==> src/rtl/ysyx22041405_lsu.sv <==
// Load/store unit: one memory transaction at a time over a valid/ready bus,
// with load alignment/extension and store lane replication.
module ysyx22041405_lsu #(
    parameter int WIDTH = 32
) (
    input  logic             clk,
    input  logic             rst,
    input  logic             in_valid,
    output logic             in_ready,
    input  logic [WIDTH-1:0] in_addr,
    input  logic [WIDTH-1:0] in_wdata,
    input  logic [2:0]       in_funct3,
    input  logic             in_load,
    input  logic             in_store,
    output logic             mem_req_valid,
    input  logic             mem_req_ready,
    output logic [WIDTH-1:0] mem_req_addr,
    output logic             mem_req_wen,
    output logic [WIDTH-1:0] mem_req_wdata,
    output logic [3:0]       mem_req_wmask,
    input  logic             mem_rsp_valid,
    input  logic [WIDTH-1:0] mem_rsp_data,
    output logic             out_valid,
    input  logic             out_ready,
    output logic [WIDTH-1:0] out_data,
    output logic             out_err
);

    localparam logic [1:0] S_IDLE = 2'd0;
    localparam logic [1:0] S_REQ  = 2'd1;
    localparam logic [1:0] S_WAIT = 2'd2;
    localparam logic [1:0] S_DONE = 2'd3;

    logic [1:0]       state_q, state_d;
    logic [WIDTH-1:0] addr_q, addr_d;
    logic             wen_q, wen_d;
    logic [WIDTH-1:0] wdata_q, wdata_d;
    logic [3:0]       wmask_q, wmask_d;
    logic [WIDTH-1:0] out_data_q, out_data_d;
    logic             out_err_q, out_err_d;
    logic             ld_q, ld_d;
    logic [2:0]       f3_q, f3_d;
    logic [1:0]       off_q, off_d;

    logic             is_mem;
    logic             bad_op;
    logic             misalign;
    logic [WIDTH-1:0] st_data;
    logic [3:0]       st_mask;
    logic [WIDTH-1:0] rsp_sh;
    logic [WIDTH-1:0] ld_data;

    assign in_ready      = (state_q == S_IDLE);
    assign mem_req_valid = (state_q == S_REQ);
    assign out_valid     = (state_q == S_DONE);
    assign mem_req_addr  = addr_q;
    assign mem_req_wen   = wen_q;
    assign mem_req_wdata = wdata_q;
    assign mem_req_wmask = wmask_q;
    assign out_data      = out_data_q;
    assign out_err       = out_err_q;

    // Decode of the incoming op, used only on acceptance in IDLE.
    always_comb begin
        is_mem   = in_load | in_store;
        misalign = ((in_funct3[1:0] == 2'b01) && in_addr[0])
                 | ((in_funct3[1:0] == 2'b10) && (in_addr[1:0] != 2'b00));
        bad_op   = (in_load && !(in_funct3 inside {3'b000, 3'b001, 3'b010,
                                                  3'b100, 3'b101}))
                 | (in_store && !(in_funct3 inside {3'b000, 3'b001, 3'b010}))
                 | (is_mem && misalign);
        st_data  = in_wdata;
        st_mask  = 4'b1111;
        unique case (in_funct3[1:0])
            2'b00: begin
                st_data = {4{in_wdata[7:0]}};
                st_mask = 4'b0001 << in_addr[1:0];
            end
            2'b01: begin
                st_data = {2{in_wdata[15:0]}};
                st_mask = 4'b0011 << in_addr[1:0];
            end
            default: begin
                st_data = in_wdata;
                st_mask = 4'b1111;
            end
        endcase
    end

    always_comb begin
        rsp_sh  = mem_rsp_data >> {off_q, 3'b000};
        ld_data = rsp_sh;
        unique case (f3_q)
            3'b000:  ld_data = {{(WIDTH-8){rsp_sh[7]}}, rsp_sh[7:0]};
            3'b100:  ld_data = {{(WIDTH-8){1'b0}}, rsp_sh[7:0]};
            3'b001:  ld_data = {{(WIDTH-16){rsp_sh[15]}}, rsp_sh[15:0]};
            3'b101:  ld_data = {{(WIDTH-16){1'b0}}, rsp_sh[15:0]};
            default: ld_data = rsp_sh;
        endcase
    end

    always_comb begin
        state_d    = state_q;
        addr_d     = addr_q;
        wen_d      = wen_q;
        wdata_d    = wdata_q;
        wmask_d    = wmask_q;
        out_data_d = out_data_q;
        out_err_d  = out_err_q;
        ld_d       = ld_q;
        f3_d       = f3_q;
        off_d      = off_q;
        unique case (state_q)
            S_IDLE: begin
                if (in_valid) begin
                    out_err_d = 1'b0;
                    if (!is_mem) begin
                        out_data_d = in_addr;
                        state_d    = S_DONE;
                    end else if (bad_op) begin
                        out_err_d  = 1'b1;
                        out_data_d = '0;
                        state_d    = S_DONE;
                    end else begin
                        addr_d  = {in_addr[WIDTH-1:2], 2'b00};
                        wen_d   = in_store;
                        wdata_d = st_data;
                        wmask_d = in_store ? st_mask : 4'b0000;
                        ld_d    = in_load;
                        f3_d    = in_funct3;
                        off_d   = in_addr[1:0];
                        state_d = S_REQ;
                    end
                end
            end
            S_REQ: begin
                if (mem_req_ready) begin
                    state_d = S_WAIT;
                end
            end
            S_WAIT: begin
                if (mem_rsp_valid) begin
                    out_data_d = ld_q ? ld_data : '0;
                    state_d    = S_DONE;
                end
            end
            default: begin
                if (out_ready) begin
                    state_d = S_IDLE;
                end
            end
        endcase
    end

    always_ff @(posedge clk) begin
        if (rst) begin
            state_q    <= S_IDLE;
            addr_q     <= '0;
            wen_q      <= 1'b0;
            wdata_q    <= '0;
            wmask_q    <= 4'b0000;
            out_data_q <= '0;
            out_err_q  <= 1'b0;
            ld_q       <= 1'b0;
            f3_q       <= 3'b000;
            off_q      <= 2'b00;
        end else begin
            state_q    <= state_d;
            addr_q     <= addr_d;
            wen_q      <= wen_d;
            wdata_q    <= wdata_d;
            wmask_q    <= wmask_d;
            out_data_q <= out_data_d;
            out_err_q  <= out_err_d;
            ld_q       <= ld_d;
            f3_q       <= f3_d;
            off_q      <= off_d;
        end
    end

endmodule

==> config.mk <==
export PLATFORM = sky130hd
export DESIGN_NAME = ysyx22041405_lsu
export DESIGN_NICKNAME = d
export VERILOG_FILES = /design/src/rtl/ysyx22041405_lsu.sv
export SDC_FILE = /design/constraint.sdc
export NUM_CORES = 1
export LEC_CHECK = 0
export ABC_AREA = 1
export CAP_MARGIN = 25
export CORE_MARGIN = 4
export CORE_UTILIZATION = 49
export CTS_CLUSTER_SIZE = 14
export DETAILED_ROUTE_END_ITERATION = 10
export PLACE_DENSITY = 0.87
export SLEW_MARGIN = 25
export SYNTH_ARGS = -nofsm -noshare
export SYNTH_HDL_FRONTEND = slang
export SYNTH_SLANG_ARGS = --single-unit
==> constraint.sdc <==
create_clock -name clk -period 3.13 [get_ports clk]
set_input_delay 0.313 -clock clk [delete_from_list [all_inputs] [get_ports clk]]
set_output_delay 0.313 -clock clk [all_outputs]
set_load 0.1 [all_outputs]
---- Word-level counts from Yosys, hierarchy flattened ----
Cells that the tools add are included.
cells by class
  multiplexer cells ....................... 19
  div/mod/pow operators ................... 0
  equal/unequal tests ..................... 16
  reduce and logical (&&, ||, !) cells .... 20
  bitwise gates (word level) .............. 5
  shifts and indexed selects .............. 3
  $mul .................................... 0
  add/sub/neg operators ................... 0
  order comparisons ....................... 0
operator list
  kind                   count
  $mux W32               5
  $pmux W32 S2           2
  $pmux W32 S4           1
  $shr A32 B5 Y32        1
  $eq A3 B3 Y1 const B   4
  $mux W2                6
  $reduce_and A4 Y1      3
  $pmux W4 S2            1
  $eq A2 B2 Y1 const B   3
  $eq A3 B1 Y1 const B   2
  $logic_not A3 Y1       2
  $pmux W2 S3            1
  $logic_and A1 B1 Y1    5
  $reduce_bool A5 Y1     1
  $eq A2 B1 Y1 const B   2
  $logic_not A2 Y1       2
  $mux W4                1
  $ne A2 B2 Y1 const B   2
  $or A1 B1 Y1           4
  $reduce_bool A2 Y1     2
  $reduce_bool A4 Y1     1
  $shl A1 B2 Y4 const A  1
  $shl A2 B2 Y4 const A  1
  $eq A3 B2 Y1 const B   1
  other kinds (7)        9
word-level totals
  RAM bits ................................ 0
  memories ................................ 0
  ROM bits ................................ 0
  input port bits ......................... 107
  output and inout port bits .............. 105
  flip-flop bits (word level) ............. 108
  bits in latches ......................... 0

---- Logic depth before layout (Yosys ltp) ----
Gate-level depths: netlist of run 1.
  word-level depth ........................ 10
  gate-level depth with buffers ........... 11
  gate-level depth less buffers ........... 9

---- Least setup slack after synthesis of run 1 ----
OpenSTA, ideal clock, no wires.
  path type ............................... register to register
  start ................................... register state_q[0]
  end ..................................... register out_data_q[7], in the netlist out_data[7]
  setup slack ............................. 769 ps
  cell stages (with the launch flop) ...... 10
  path buffers ............................ 2
  library setup time ...................... 131 ps
  data required time ...................... 2999 ps
  arrival ................................. 2230 ps
  clock period less this slack ............ 2361 ps
  cells stage by stage .................... dfxtp_1 inv_1 ha_1 nor2_1 nor2_4 nand2_2 buf_6 buf_6 nand2_1 a21oi_1
on the way
  cells in the longest elaborated chain, start to end .. 3
  elaborated cells on any way between the ends .. 8
RTL lines
  element                                         RTL line  source
  start: declaration                              34        logic [1:0] state_q, state_d;
  start signal: assignment                        168       state_q <= state_d;
  $logic_not A2 Y1 *                              --
  named net in_ready                              9         output logic in_ready,
  $ne A3 B2 Y1 (no line) (tied with other cells)  --
  $reduce_and A4 Y1 (no line)                     --
  end signal: assignment                          173       out_data_q <= out_data_d;
  end: declaration                                39        logic [WIDTH-1:0] out_data_q, out_data_d;
Mark *: on every way through the listed nets, which the timed path passes. The rest lies on a longest branch.
A chain may end at the register's enable or synchronous reset.

---- Worst setup path after layout of run 1 ----
  start ................................... register state_q[0]
  end ..................................... register addr_q[29], in the netlist mem_req_addr[29]
on the way
  cells in the longest elaborated chain, start to end .. 2
RTL lines
  element                      RTL line  source
  $logic_not A2 Y1             113       unique case (state_q)
  $reduce_and A4 Y1 (no line)  --
  end signal: assignment       169       addr_q <= addr_d;
  end: declaration             35        logic [WIDTH-1:0] addr_q, addr_d;
No other way between the ends.

==> results.json, run 1 <==
{
  "post-place-ws_ns": 0.618,
  "synth_top_area_share_pct": 37.7,
  "yosysMostFrequentCell": "nand2_1",
  "rr_worst_depth": 9,
  "grt.overflow.total": 0,
  "crit_fanout": 42,
  "finalMaxSlewViolations": 0,
  "min_from": "rst",
  "root_buffer": "clkbuf_16",
  "final_hold_viol_count": 0,
  "p_leak_nw": 3.33,
  "synthTopCellsByCount": "334 x nand2_1, 110 x a21oi_1, 108 x dfxtp_1",
  "grt_max_degree": 70,
  "cts_made_buffers": 9,
  "fmax_ghz": 0.453,
  "portBuffers": 209,
  "rsz0062_at_grt": "no",
  "final_area_mm2": 0.00804,
  "multi_input_area_mm2": 0.00297,
  "die_w_um": 116,
  "async_flop_share_pct": 0,
  "die_area_mm2": 0.0135,
  "seq_area_frac_synth_pct": 37.7,
  "min_path_cells": 4,
  "startpoint": "state_q[0]$_SDFFE_PP0P_",
  "numClockSinks": 108,
  "worstHoldPathType": "input pin to flop",
  "post-route-min-period_ns": 2.21,
  "critical_path_class": "flop to flop",
  "drc_errors": 0,
  "gp_congestion": 0.930,
  "clk_pin_slew_worst_paths_ns": 0.07,
  "yosysWarnings": 0,
  "insertion_delay_ns": 0.35,
  "core_area_mm2": 0.0114,
  "cts_setup_buffers": 0,
  "synthTopCellsByArea": "dfxtp_1 38%, nand2_1 22%, a21oi_1 9.6%",
  "syn_avg_cell_area_um2": 6.45,
  "cts_hold_buf": 0,
  "synth_largest_area_cell": "dfxtp_1",
  "final.setup.worst_slack_ns": 0.925,
  "placedCellCount": 1197,
  "cts_tree": "built",
  "area.sequential_mm2": 0.00216,
  "setup_viol": 0,
  "areaGrowthSynthToFinish_pct": 40.0,
  "pin_count": 212,
  "grt_pass1_vias": 5829,
  "post_cts_resized": 0,
  "fin_nets": 1176,
  "grt_usage_pct": 26.7,
  "post-route-period-util_pct": 70.5,
  "setup_tns_ns": 0,
  "drtIter0Drc": 660,
  "synth_cells": 890,
  "required_ns": 3.40,
  "initial_core_util_pct": 50.3,
  "r2r-start": "state_q[0]$_SDFFE_PP0P_",
  "drive_gt1_share_pct": 5.70,
  "drt-total-wl_um": 18400,
  "maxCapViolCount": 0,
  "ys.flop_type": "dfxtp_1",
  "clockBufferDepth": 2,
  "ir_drop_mv": 1.04,
  "fin_cells": 1213,
  "synth_cell_types": 29,
  "place_area_mm2": 0.00775,
  "vias_per_cell": 5.15,
  "grt_pass1_wl_um": 28600,
  "first_pass_iters": 5,
  "power_density_mw_per_mm2": 889,
  "dr_total_vias": 6247,
  "grt_antenna_before_repair": 0,
  "n_fill_cell": 965,
  "diodes": 0,
  "start_kind": "flop",
  "cp-end-kind": "flop",
  "drtAntennaViolNets": 0,
  "ys_ff_latch": 108,
  "worstPathArrival_ns": 2.48,
  "rows": 39,
  "synth_enable_flop_cells": 0,
  "status": "finished clean",
  "tightestPinTransition_ns": 1.04,
  "synth_area_mm2": 0.00574,
  "drt-wirelength-per-cell_um": 15.2,
  "total_power_w": 0.00715,
  "fin_skew_ns": 0.00755,
  "hpwl_um": 13700,
  "dieHeight_um": 116,
  "htreeDepth": 3,
  "slew-limit-headroom_pct": 30.7
}
cells in the final DEF (no fill, tap or decap), types with 2 or more instances in the layout:
cell type / n
clkinvlp_4: 2
o22ai_1: 3
o211ai_1: 14
buf_4: 17
nor2_2: 4
conb_1: 2
nand2_1: 334
clkdlybuf4s50_1: 204
dfxtp_1: 108
nor2b_1: 16
nand2_4: 2
inv_1: 64
o21ai_1: 13
nor2_4: 2
nand3_4: 2
a21oi_1: 110
or2_2: 9
inv_2: 3
ha_1: 4
o21ai_0: 20
nand2_2: 2
clkinv_2: 4
clkbuf_16: 9
nor2_1: 54
nand3_1: 61
state kept, by name, summed over array words and instances (netlist names):
register       count
out_err            1
state_q            2
off_q              2
f3_q               3
mem_req_wen        1
mem_req_wmask      4
ld_q               1
mem_req_wdata     32
mem_req_addr      30
out_data          32
worst paths after layout:
kind | to | slack, ns
setup / recovery | mem_req_addr[29]$_SDFFE_PP0P_ | 0.92
setup reg to reg | mem_req_addr[29]$_SDFFE_PP0P_ | 0.92
hold / removal | mem_req_wdata[9]$_SDFFE_PP0P_ | 0.45
hold reg to reg | mem_req_wdata[29]$_SDFFE_PP0P_ | 0.46
final cells by class:
cell class	count	share of cell area, %
sequential	108	26.9
timing repair buffer	222	27.1
clock inverter	6	0.794
multi-input combinational	655	36.9
tap	143	2.23
clock buffer	10	2.85
inverter	69	3.25
per-stage QoR:
step / util, % / hold WS (ns)
global route: 70.4 / 0.483
global placement: 67.8 / 0.451
CTS: 70.4 / 0.441
detailed placement: 67.8 / 0.454
floorplan: - / 0.445
finish: 70.4 / 0.453
per-layer routing:
layer	wire length [um]	vias to the layer above	GRT usage, %
met5	0	-	0
met4	313	0	7.50
met3	2070	26	9.43
met2	8740	281	44.7
met1	7300	2780	32.5
li1	-	3160	-
worst max-delay path, cell delays in order (launching register included):
cell and delay, ns:
dfxtp_1 0.34, inv_1 0.09, ha_1 0.33, nand2_1 0.15, nor2_2 0.17, nand3_2 0.10
clkinv_2 0.38, buf_4 0.32, nand2_1 0.08, a21oi_1 0.15
report_power, final:
part / leakage, nW / internal, W / switching [W]
registers: 0.881 / 0.00166 / 0.000165
clock network: 0.139 / 0.000621 / 0.000516
logic: 2.31 / 0.00103 / 0.00315
total: 3.33 / 0.00332 / 0.00383
logic make-up (layout without fill, tap and decap cells):
| family | Yosys count | after routing | share of synthesized area, % |
|---|---|---|---|
| simple gates | 489 | 489 | 36.1 |
| compound gates | 160 | 160 | 14.6 |
| buf+inv | 128 | 307 | 10.7 |
| flops | 108 | 108 | 37.7 |
| fa+ha+maj | 4 | 4 | 0.872 |
| other cells | 1 | 2 | 0.0653 |
Note: power is estimated with default switching activity, not from simulation.
==> run 2, diff against run 1 <==
CORE_UTILIZATION = 45   (was 49)
PLACE_DENSITY = 0.81   (was 0.87)
clock period = 2.2 ns   (was 3.13 ns; I/O delays follow)
==> run 2 against run 1 <==
Effect of this change:
- die area increased by 8.3%
- first-iteration DRC count shrank 10%
- global-route usage fell by 2.0 points
- clock skew fell by 0.0024 ns
- sequential share of layout area grew 0.29 points
- cell count is 2.8% higher
- largest cell class unchanged
==> results.json, run 2 (same netlist as run 1, synthesis figures left out) <==
{
  "drc_errors": 0,
  "maxCapViolCount": 0,
  "final_cell_mix": "334 x nand2_1, 124 x buf_4, 110 x a21oi_1, 108 x dfxtp_1, 105 x clkdlybuf4s50_1",
  "cts_made_buffers": 9,
  "setup_viol": 0,
  "fin_skew_ns": 0.00512,
  "grt-busiest-layer": "met2",
  "setup_tns_ns": 0,
  "cts_hold_buf": 0,
  "fmax_ghz": 0.501,
  "placedCellCount": 1234,
  "grt_use_met2_pct": 41.8,
  "clockBufferDepth": 2,
  "critical_path_class": "flop to flop",
  "htreeDepth": 3,
  "min_from": "in_addr[5]",
  "layout_commonest_cell": "nand2_1",
  "diodes": 0,
  "die_area_mm2": 0.0146,
  "ir_drop_mv": 0.416,
  "tightestPinTransition_ns": 0.744,
  "areaGrowthSynthToFinish_pct": 38.5,
  "drtIter0Drc": 592,
  "switchingPower_w": 0.00548,
  "required_ns": 2.41,
  "dieHeight_um": 121,
  "drt-wirelength-per-cell_um": 15.0,
  "fin_cells": 1247,
  "start_kind": "flop",
  "pin_count": 212,
  "grt_usage_pct": 24.7,
  "r2r-end": "mem_req_wmask[0]$_SDFFE_PP0P_",
  "hpwl_um": 13700,
  "pwr-share-comb_pct": 58.3,
  "cp-end-kind": "flop",
  "min_path_cells": 3,
  "clk_pin_slew_worst_paths_ns": 0.07,
  "first_pass_iters": 6,
  "hold_path_end": "mem_req_addr[5]$_SDFFE_PP0P_",
  "finalMaxSlewViolations": 0,
  "final_hold_viol_count": 0,
  "portBuffers": 209,
  "worstPathArrival_ns": 2.21,
  "fin_nets": 1188,
  "die_w_um": 121,
  "root_buffer": "clkbuf_16",
  "post_cts_resized": 0,
  "r2r-start": "state_q[0]$_SDFFE_PP0P_",
  "status": "finished clean",
  "gp_congestion": 0.951,
  "post-route-min-period_ns": 2.00,
  "drt-total-wl_um": 18800,
  "grt_max_degree": 70,
  "rr_worst_depth": 9,
  "post-route-period-util_pct": 90.8,
  "crit_fanout": 69,
  "rsz0062_at_grt": "no",
  "pwr-share-clk_pct": 16.0,
  "grt_pass1_wl_um": 28800,
  "insertion_delay_ns": 0.36,
  "cts_setup_buffers": 0,
  "power_density_mw_per_mm2": 1280,
  "vias_per_cell": 5.05,
  "switching_share_pct": 54.0,
  "drive_gt1_share_pct": 15.8,
  "gr-usage-met3_pct": 6.39,
  "grt_pass1_vias": 5652,
  "p_seq_share_pct": 25.7,
  "cts_tree": "built",
  "rows": 40,
  "numClockSinks": 108,
  "p_leak_nw": 3.59,
  "initial_core_util_pct": 46.8,
  "reg2reg_slack_ns": 0.20,
  "grt.overflow.total": 0,
  "grt.met1_usage_pct": 30.3,
  "slew-limit-headroom_pct": 50.4,
  "worstHoldPathType": "input pin to flop",
  "core_area_mm2": 0.0123,
  "grt_antenna_before_repair": 0,
  "drtAntennaViolNets": 0,
  "dr_total_vias": 6292,
  "internal_power_w": 0.00467
}
## run 2: cell count changes in the layout (fill, tap and decap cells not counted), moves of 2 or more
cell,change
buf_4,+107
clkdlybuf4s50_1,-99
buf_12,+4
clkinv_2,-2
## run 2: area by class of cell
class | count | area, um^2
clock buffers | 11 | 243
clock inverters | 2 | 37.5
fillers | 1140 | 4310
inverters | 69 | 262
multi-input cells | 655 | 2970
flip-flops and latches | 108 | 2160
well taps | 168 | 210
repair buffers | 234 | 2070
## run 2: per-stage QoR
step	power [W]	cell area, um^2	hold WS [ns]	worst slack (ns)	util (%)
after detailed placement	0.00855	7670	0.456	0.0430	62.6
after global placement	0.00850	7670	0.452	0.0872	62.6
after global routing	0.0106	7950	0.467	0.00949	64.9
after floorplan	0.00730	5750	0.363	0.181	-
after CTS	0.0102	7950	0.443	0.216	64.9
final	0.0101	7950	0.453	0.203	64.9
## run 2: layer usage
layer,vias to the layer above,wire length [um]
met2,271,8880
met3,40,1770
met1,2793,7690
met5,-,0
li1,3188,-
met4,0,432
## run 2: worst max-delay path, cell delays in order, from the launching register on
cell	delay, ns
dfxtp_1	0.38
inv_1	0.08
ha_2	0.24
nand2_1	0.12
nor2_2	0.06
nand3_2	0.09
buf_4	0.60
nor2_4	0.09
o21ai_1	0.11
a21oi_1	0.07
## run 2: how the worst max path moves through the flow
| stage | startpoint | endpoint | cells after the start |
|---|---|---|---|
| final | state_q[0]$_SDFFE_PP0P_ | mem_req_wmask[0]$_SDFFE_PP0P_ | 9 |
| after global routing | state_q[0]$_SDFFE_PP0P_ | off_q[0]$_SDFFE_PP0P_ | 8 |
| after CTS | state_q[0]$_SDFFE_PP0P_ | mem_req_wmask[0]$_SDFFE_PP0P_ | 9 |
| after detailed placement | in_funct3[0] | mem_req_wmask[0]$_SDFFE_PP0P_ | 9 |
| after global placement | in_funct3[0] | mem_req_wmask[0]$_SDFFE_PP0P_ | 9 |
| after floorplan | state_q[1]$_SDFFE_PP0P_ | state_q[0]$_SDFFE_PP0P_ | 8 |
## run 2: power groups by stage
stage          Combinational [W]  Clock, W  Sequential (W)
2_1_floorplan            0.00190         0         0.00540
3_3_place_gp             0.00586         0         0.00264
3_5_place_dp             0.00590         0         0.00265
4_1_cts                  0.00592   0.00164         0.00261
5_1_grt                  0.00626   0.00172         0.00266
6_report                 0.00591   0.00163         0.00261
==> run 3, diff against run 2 <==
--- a/config.mk
+++ b/config.mk
@@ -9,8 +9,8 @@
 export CAP_MARGIN = 25
 export CORE_MARGIN = 4
-export CORE_UTILIZATION = 45
+export CORE_UTILIZATION = 49
 export CTS_CLUSTER_SIZE = 14
 export DETAILED_ROUTE_END_ITERATION = 10
-export PLACE_DENSITY = 0.81
+export PLACE_DENSITY = 0.87
 export SLEW_MARGIN = 25
 export SYNTH_ARGS = -nofsm -noshare
==> constraint.sdc (replaced) <==
create_clock -name clk -period 2.5 [get_ports clk]
set_input_delay 0.375 -clock clk [delete_from_list [all_inputs] [get_ports clk]]
set_output_delay 0.375 -clock clk [all_outputs]
set_load 0.1 [all_outputs]
==> run 3 against run 2 <==
Effect of this change:
- global-route usage is 1.7 points higher
- clock power is 17% lower
- non-clock buffer count is 4 lower
- utilization is 4.1 points higher
- worst hold slack better by 0.014 ns
- first-iteration DRC count is 11% lower
- critical endpoint is now mem_req_addr[21]$_SDFFE_PP0P_
- clock skew is 0.0038 ns higher
- wire length is 2.5% lower
- fmax is 4.7% lower
==> results.json, run 3 (same netlist as run 1, synthesis figures left out) <==
{
  "portBuffers": 209,
  "tightestPinTransition_ns": 0.752,
  "first_pass_iters": 7,
  "die_area_mm2": 0.0135,
  "numClockSinks": 108,
  "post-route-min-period_ns": 2.10,
  "clockBufferDepth": 2,
  "clk_pin_slew_worst_paths_ns": 0.07,
  "rsz0062_at_grt": "no",
  "grt_pass1_vias": 5699,
  "maxCapViolCount": 0,
  "drt-total-wl_um": 18300,
  "initial_core_util_pct": 50.3,
  "critical_path_class": "flop to flop",
  "status": "finished clean",
  "drc_errors": 0,
  "min_from": "mem_req_addr[10]$_SDFFE_PP0P_",
  "fmax_ghz": 0.477,
  "pin_count": 212,
  "grt_pass1_wl_um": 28200,
  "grt_antenna_before_repair": 0,
  "drtIter0Drc": 527,
  "grt_usage_pct": 26.4,
  "grt_max_degree": 70,
  "reg2reg_slack_ns": 0.40,
  "fin_skew_ns": 0.00887,
  "drive_gt1_share_pct": 15.6,
  "ir_drop_mv": 1.31,
  "grt.overflow.total": 0,
  "root_buffer": "clkbuf_16",
  "drt-wirelength-per-cell_um": 15.0,
  "cts_made_buffers": 9,
  "p_leak_nw": 3.57,
  "required_ns": 2.76,
  "final.setup.worst_slack_ns": 0.404,
  "final_hold_viol_count": 0,
  "slew-limit-headroom_pct": 49.8,
  "fin_cells": 1221,
  "cts_hold_buf": 0,
  "hpwl_um": 13600,
  "die_w_um": 116,
  "vias_per_cell": 5.12,
  "dieHeight_um": 116,
  "core_area_mm2": 0.0114,
  "diodes": 0,
  "setup_tns_ns": 0,
  "worstHoldPathType": "flop to flop",
  "insertion_delay_ns": 0.34,
  "startpoint": "state_q[0]$_SDFFE_PP0P_",
  "gp_congestion": 0.931,
  "final_cell_mix": "334 x nand2_1, 121 x buf_4, 110 x a21oi_1, 108 x dfxtp_1, 105 x clkdlybuf4s50_1",
  "fin_nets": 1184,
  "crit_fanout": 26,
  "layout_commonest_cell": "nand2_1",
  "cts_tree": "built",
  "post-route-period-util_pct": 83.8,
  "htreeDepth": 3,
  "cts_setup_buffers": 0,
  "setup_viol": 0,
  "start_kind": "flop",
  "post_cts_resized": 0,
  "power_density_mw_per_mm2": 1120,
  "rows": 39,
  "r2r-start": "state_q[0]$_SDFFE_PP0P_",
  "dr_total_vias": 6254,
  "cp-end-kind": "flop",
  "areaGrowthSynthToFinish_pct": 37.2,
  "post-place-ws_ns": 0.177,
  "worstPathArrival_ns": 2.36,
  "placedCellCount": 1205,
  "drtAntennaViolNets": 0,
  "finalMaxSlewViolations": 0
}
[run 3: worst paths after layout]
check	to	depth (start not counted)
setup / recovery	mem_req_addr[21]$_SDFFE_PP0P_	9
hold / removal	mem_req_addr[10]$_SDFFE_PP0P_	2
setup reg to reg	mem_req_addr[21]$_SDFFE_PP0P_	9
hold reg to reg	mem_req_addr[10]$_SDFFE_PP0P_	2
[run 3: critical path, stage by stage (launching register included)]
cell	delay [ns]
dfxtp_1	0.34
inv_1	0.09
ha_1	0.33
nand2_1	0.13
nor2_2	0.18
nand3_2	0.14
clkinv_2	0.28
buf_4	0.30
nand2_1	0.07
a21oi_1	0.15
[run 3: area by class of cell]
type / instances / area, um^2
Fill cell: 999 / 3540
Multi-Input combinational cell: 655 / 2970
Sequential cell: 108 / 2160
Timing Repair Buffer: 230 / 2020
Inverter: 69 / 262
Clock buffer: 11 / 243
Tap cell: 143 / 179
Clock inverter: 5 / 35.0
[run 3: per-layer routing]
metal | routed length (um) | GRT usage (%) | share of wire (%) | vias to the layer above
met5 | 0 | 0 | 0 | -
met4 | 344 | 9.20 | 1.9 | 0
met3 | 1770 | 6.79 | 9.7 | 28
met2 | 8600 | 43.3 | 47 | 268
met1 | 7570 | 33.7 | 41 | 2777
li1 | - | - | - | 3181
[run 3: stage by stage]
step	util, %	power (W)	hold WS, ns	instance area (um^2)
finish	69.0	0.00883	0.467	7870
global route	69.0	0.00929	0.487	7870
CTS	69.0	0.00887	0.470	7870
detailed placement	66.5	0.00750	0.458	7600
global placement	66.5	0.00746	0.453	7600
floorplan	-	0.00642	0.445	5740
[run 3: report_power, final]
part           leakage [nW]  switching, W  internal [W]
registers             0.881      0.000210       0.00208
logic                  2.55       0.00396       0.00122
clock network         0.136      0.000648      0.000708
